$ cat config.mk
export PLATFORM = sky130hd
export DESIGN_NAME = counter_seq_ctrl
export DESIGN_NICKNAME = d
export VERILOG_FILES = /design/src/rtl/counter_ctrl_pkg.sv /design/src/rtl/btn_debounce.sv /design/src/rtl/counter_seq_ctrl.sv
export SDC_FILE = /design/constraint.sdc
export NUM_CORES = 1
export LEC_CHECK = 0
export CAP_MARGIN = 0
export CORE_ASPECT_RATIO = 0.8
export CORE_MARGIN = 1
export CORE_UTILIZATION = 30
export DETAILED_ROUTE_END_ITERATION = 8
export GPL_TIMING_DRIVEN = 0
export HOLD_SLACK_MARGIN = 0.02
export PLACE_DENSITY = 0.48
export REMOVE_ABC_BUFFERS = 1
export SYNTH_ARGS = -nofsm -noshare
export SYNTH_HDL_FRONTEND = slang
export SYNTH_SLANG_ARGS = --single-unit
$ cat constraint.sdc
create_clock -name clock -period 2.9 [get_ports clock]
set_clock_uncertainty 0.05 [all_clocks]
set_input_delay 0.87 -clock clock [delete_from_list [all_inputs] [get_ports clock]]
set_output_delay 0.87 -clock clock [all_outputs]
set_load 0.01 [all_outputs]
$ cat src/rtl/counter_ctrl_pkg.sv
// Shared definitions for the board counter sequencer: state encoding and counter width.
package counter_ctrl_pkg;

  localparam int CNT_W = 4;

  typedef enum logic [1:0] {
    ST_IDLE  = 2'd0,
    ST_RUN   = 2'd1,
    ST_PAUSE = 2'd2,
    ST_DONE  = 2'd3
  } state_t;

endpackage

$ cat src/rtl/btn_debounce.sv
// Push-button conditioner: 2-FF synchronizer plus stability counter, one press pulse per accepted press.
module btn_debounce #(
  parameter int DEB_CYCLES = 1000000
) (
  input  logic clock,
  input  logic rst,
  input  logic btn_raw,
  output logic press
);

  localparam int CW = (DEB_CYCLES < 2) ? 1 : $clog2(DEB_CYCLES);
  localparam logic [CW-1:0] LAST = CW'(DEB_CYCLES - 1);

  logic          meta;
  logic          sync;
  logic          armed;
  logic [CW-1:0] cnt;

  // Synchronizer resets high and disarmed, so a button held through reset must be released before it counts.
  // While armed we time a stable high; while disarmed we time a stable low before re-arming.
  always_ff @(posedge clock) begin
    if (rst) begin
      meta  <= 1'b1;
      sync  <= 1'b1;
      armed <= 1'b0;
      cnt   <= '0;
      press <= 1'b0;
    end else begin
      meta  <= btn_raw;
      sync  <= meta;
      press <= 1'b0;
      if (sync == armed) begin
        if (cnt == LAST) begin
          cnt   <= '0;
          armed <= ~armed;
          press <= armed;
        end else begin
          cnt <= cnt + 1'b1;
        end
      end else begin
        cnt <= '0;
      end
    end
  end

endmodule

$ cat src/rtl/counter_seq_ctrl.sv
// Run/pause/load sequencer for the 4-bit board counter: debounced buttons, step prescaler and control FSM.
module counter_seq_ctrl
  import counter_ctrl_pkg::*;
#(
  parameter int DIVISOR    = 100000000,
  parameter int DEB_CYCLES = 1000000
) (
  input  logic             clock,
  input  logic             rst,
  input  logic             btn_start,
  input  logic             btn_stop,
  input  logic             btn_load,
  input  logic [CNT_W-1:0] sw_in,
  input  logic             sw_dir,
  input  logic             sw_wrap,
  input  logic [CNT_W-1:0] cnt_q,
  output logic             cnt_load,
  output logic [CNT_W-1:0] cnt_load_val,
  output logic             cnt_step,
  output logic             cnt_dir,
  output logic [1:0]       state,
  output logic             run_led,
  output logic             done_led
);

  localparam int PW = (DIVISOR < 2) ? 1 : $clog2(DIVISOR);
  localparam logic [PW-1:0] PLAST = PW'(DIVISOR - 1);

  logic start_p, stop_p, load_p;

  btn_debounce #(.DEB_CYCLES(DEB_CYCLES)) u_deb_start (
    .clock(clock), .rst(rst), .btn_raw(btn_start), .press(start_p)
  );
  btn_debounce #(.DEB_CYCLES(DEB_CYCLES)) u_deb_stop (
    .clock(clock), .rst(rst), .btn_raw(btn_stop), .press(stop_p)
  );
  btn_debounce #(.DEB_CYCLES(DEB_CYCLES)) u_deb_load (
    .clock(clock), .rst(rst), .btn_raw(btn_load), .press(load_p)
  );

  state_t           cur, nxt_state;
  logic [PW-1:0]    presc, nxt_presc;
  logic             nxt_load, nxt_step;
  logic [CNT_W-1:0] nxt_load_val;
  logic             tick, limit;

  assign tick  = (cur == ST_RUN) && (presc == PLAST);
  assign limit = cnt_dir ? (cnt_q == {CNT_W{1'b1}}) : (cnt_q == '0);
  assign state = cur;

  // Prescaler free-runs through every RUN cycle; load > stop > start > tick, losers are dropped.
  always_comb begin
    nxt_state    = cur;
    nxt_presc    = presc;
    nxt_load     = 1'b0;
    nxt_load_val = cnt_load_val;
    nxt_step     = 1'b0;
    if (cur == ST_RUN) nxt_presc = tick ? '0 : presc + 1'b1;
    if (load_p) begin
      nxt_load     = 1'b1;
      nxt_load_val = sw_in;
      nxt_presc    = '0;
      if (cur == ST_DONE) nxt_state = ST_IDLE;
    end else if (stop_p) begin
      case (cur)
        ST_RUN:            nxt_state = ST_PAUSE;
        ST_PAUSE, ST_DONE: nxt_state = ST_IDLE;
        default:           nxt_state = cur;
      endcase
    end else if (start_p) begin
      case (cur)
        ST_IDLE: begin
          nxt_state = ST_RUN;
          nxt_presc = '0;
        end
        ST_PAUSE: nxt_state = ST_RUN;
        ST_DONE: begin
          nxt_state    = ST_RUN;
          nxt_presc    = '0;
          nxt_load     = 1'b1;
          nxt_load_val = sw_in;
        end
        default: nxt_state = cur;
      endcase
    end else if (tick) begin
      if (limit && !sw_wrap) nxt_state = ST_DONE;
      else                   nxt_step  = 1'b1;
    end
  end

  always_ff @(posedge clock) begin
    if (rst) begin
      cur          <= ST_IDLE;
      presc        <= '0;
      cnt_load     <= 1'b0;
      cnt_load_val <= '0;
      cnt_step     <= 1'b0;
      cnt_dir      <= 1'b0;
      run_led      <= 1'b0;
      done_led     <= 1'b0;
    end else begin
      cur          <= nxt_state;
      presc        <= nxt_presc;
      cnt_load     <= nxt_load;
      cnt_load_val <= nxt_load_val;
      cnt_step     <= nxt_step;
      cnt_dir      <= sw_dir;
      run_led      <= (nxt_state == ST_RUN);
      done_led     <= (nxt_state == ST_DONE);
    end
  end

endmodule

==> key figures <==
Route
  – DR WL/cell: 11.6 um
  – Starting DRT DRC Count: 166
  – Post-DRT Antenna Nets: 0
  – Routed WL: between 9000 and 10,000 um
  – DR DRC count: 0
  – Vias: around 3,600
  – Vias/cell: between 4 and 5
  – Pre-Repair DR Iteration Count: 4

Global route
  – First-pass GRT wire length: 15,900 um
  – All-layer global routing usage: 0.122
  – Number of global-route vias before repair: 3,390
  – GRT overflow: 0
  – Initial antenna violation count: 0
  – Largest net degree at the start of global routing: 28

Synthesis
  – Yosys warnings: 0
  – EDFF count, synth: 0
  – Synth cell types: 40
  – Avg Inst Size Synth: 8.84 um2
  – Top-area cell type share of the netlist area: 0.462
  – Post-synth ARST share: 0
  – Synthesized area: 4770 um2
  – Most area-consuming cells after synthesis: dfxtp_1, xor2_1, nor2_1, xnor2_1, nand3_1
  – Count leader, synth: nor2_1
  – Post-synthesis sequential area ratio: 0.462
  – Most used DFF post-synth: dfxtp_1
  – Synth top cells by count: nor2_1, dfxtp_1, xor2_1
  – Yosys reg bits: 110
  – Syn Inst Count: 539
  – Largest area contributor in the netlist: dfxtp_1

Clocking
  – Clock Pin Slew Worst Setup and Hold Paths: 70 ps
  – Htree depth: 3
  – Hold_buf cts: 0
  – Clock Sinks: 110
  – Root Driver: clkbuf_16
  – CTS buffer count: 9
  – Post-CTS setup buffers: 0
  – Worst-case clock buffer depth: 2
  – CTS tree: yes
  – # resized after CTS: 0
  – Worst-Skew Late Latency: 350 ps

Setup path
  – Required @ worst endpoint: 3080 ps
  – Critical Path Fanout Max: 23
  – Worst path top cell family by delay: simple AND/OR/NAND/NOR gates
  – Setup CP Type: reg -> reg
  – Crit path DAT: 2860 ps
  – Startpoint Class: flop
  – CP bufs+invs: 0
  – Flop2flop setup slack: 220 ps
  – CP Capture Type: flop
  – Slowest-stage cell, CP: or4_4
  – CP Cell Sequence: ha_2 -> nand3_2 -> or4_1 -> or4_4 -> nand2b_4 -> nor2_1
  – Slowest stage delay, CP: roughly 600 ps

Floorplan
  – Row count: 40
  – Die X: 143 um
  – Die span in y: 115 um
  – IO Count: 26
  – Initial Utilization: 0.312
  – Die area: 16,400 um2
  – Core area: roughly 15,000 um2

STA
  – Worst setup margin: 218 ps
  – Final Max Tran Viols: 0
  – Setup violators final: 0
  – Period utilization: 0.925
  – RSZ-0062 raised after global routing: false
  – Max transition margin: 0.348
  – Endpoints failing hold: 0
  – Max Fclk: 373 MHz
  – Worst slew pin tran: between 900 and 1000 ps
  – Fin crit period: approximately 2700 ps

Power and ir drop
  – Cell internal pwr: ~2.3 mW
  – Net Sw Power: 0.560 mW
  – Leakage: ~1.8 nW
  – Clk pwr share: 0.455
  – Flop pwr share: 0.528
  – Power Density: 520 nW/um2
  – Peak supply drop: 231 uV
  – Tot Pwr: 2.88 mW
  – Logic gate share of total power: 0.017
  – Net Sw Frac: 0.195

Placement
  – Post-place setup slack: -259 ps
  – Detailed Place HPWL: 6300 um
  – Routability cong.: around 0.76
  – Port bufs: 25
  – Placed cells: 762

Worst hold path
  – Hold Path Class: reg -> reg

Run
  – Max_cap viols: 0

Finish
  – Antenna diodes: 0
  – Area growth, synth to finish: 16.0%
  – Layout cell share with drive strength beyond 1: 0.0459
  – Fin cells: 777
  – Layout Nets: 587

Status
  – Outcome: finished clean
## power groups by stage
stage / combinational (mW) / sequential (mW) / clock, mW
after floorplan: 0.0180 / 1.55 / 0
after global placement: 0.0505 / 1.55 / 0
after detailed placement: 0.0513 / 1.55 / 0
after CTS: 0.0517 / 1.52 / 1.37
after global routing: 0.0558 / 1.52 / 1.42
final: 0.0503 / 1.52 / 1.31
## sequential cells by signal, summed over array words and instances (netlist names), 2 cells and up
register and flops:
cnt_load_val 4, u_deb_load.cnt 20, u_deb_start.cnt 20, state 2, u_deb_stop.cnt 20, presc 27
## per-layer routing
layer | up-vias | global-route usage | wire length (um)
met1 | 1629 | 0.166 | 4800
met5 | - | 0 | 0
met3 | 6 | 0.0408 | 385
li1 | 1885 | - | -
met2 | 42 | 0.180 | 3740
met4 | 0 | 0.0387 | 105
## per-stage QoR
step            util  hold slack [ps]  instance area, um2  TNS [ps]
3_5_place_dp   0.341              342                5200    -12660
2_1_floorplan      -              339                4690         0
6_report       0.362              359                5530         0
3_3_place_gp   0.341              346                5200    -11230
4_1_cts        0.362              360                5520         0
5_1_grt        0.362              368                5530         0
## area by class of cell
class | count | area (um2)
clock buffers | 12 | 246
clock inverters | 3 | 68.8
fillers | 1549 | 9730
inverters | 12 | 45.0
multi-input cells | 405 | 2450
flip-flops and latches | 110 | 2200
well taps | 210 | 263
repair buffers | 25 | 253
## cells in the final DEF (no fill, tap or decap), types with 12 or more instances in the layout
master	instances
nor2_1	116
dfxtp_1	110
xor2_1	51
nand3_1	43
nand2_1	31
xnor2_1	31
nand4_1	25
clkdlybuf4s50_1	24
and3_1	14
nor3_1	14
inv_1	12
## final timing paths
check,from,end,depth (start not counted)
worst max-delay path,state[0],presc[25],6
worst min register to register,u_deb_load.meta,u_deb_load.sync,1
worst max register to register,state[0],presc[25],6
worst min-delay path,u_deb_load.meta,u_deb_load.sync,1
## logic make-up (layout without fill, tap and decap cells)
logic type / Yosys count / count (layout) / share of synthesized area
muxes: 4 / 4 / 0.00840
AOI/OAI and AO/OA: 16 / 16 / 0.0215
and+or+nand+nor: 294 / 294 / 0.309
buffers and inverters: 24 / 52 / 0.0252
DFF: 110 / 110 / 0.462
adders and majority gates: 9 / 9 / 0.0236
xor gates and xnor gates: 82 / 82 / 0.151
No activity file was read; power rests on OpenSTA's default activity.
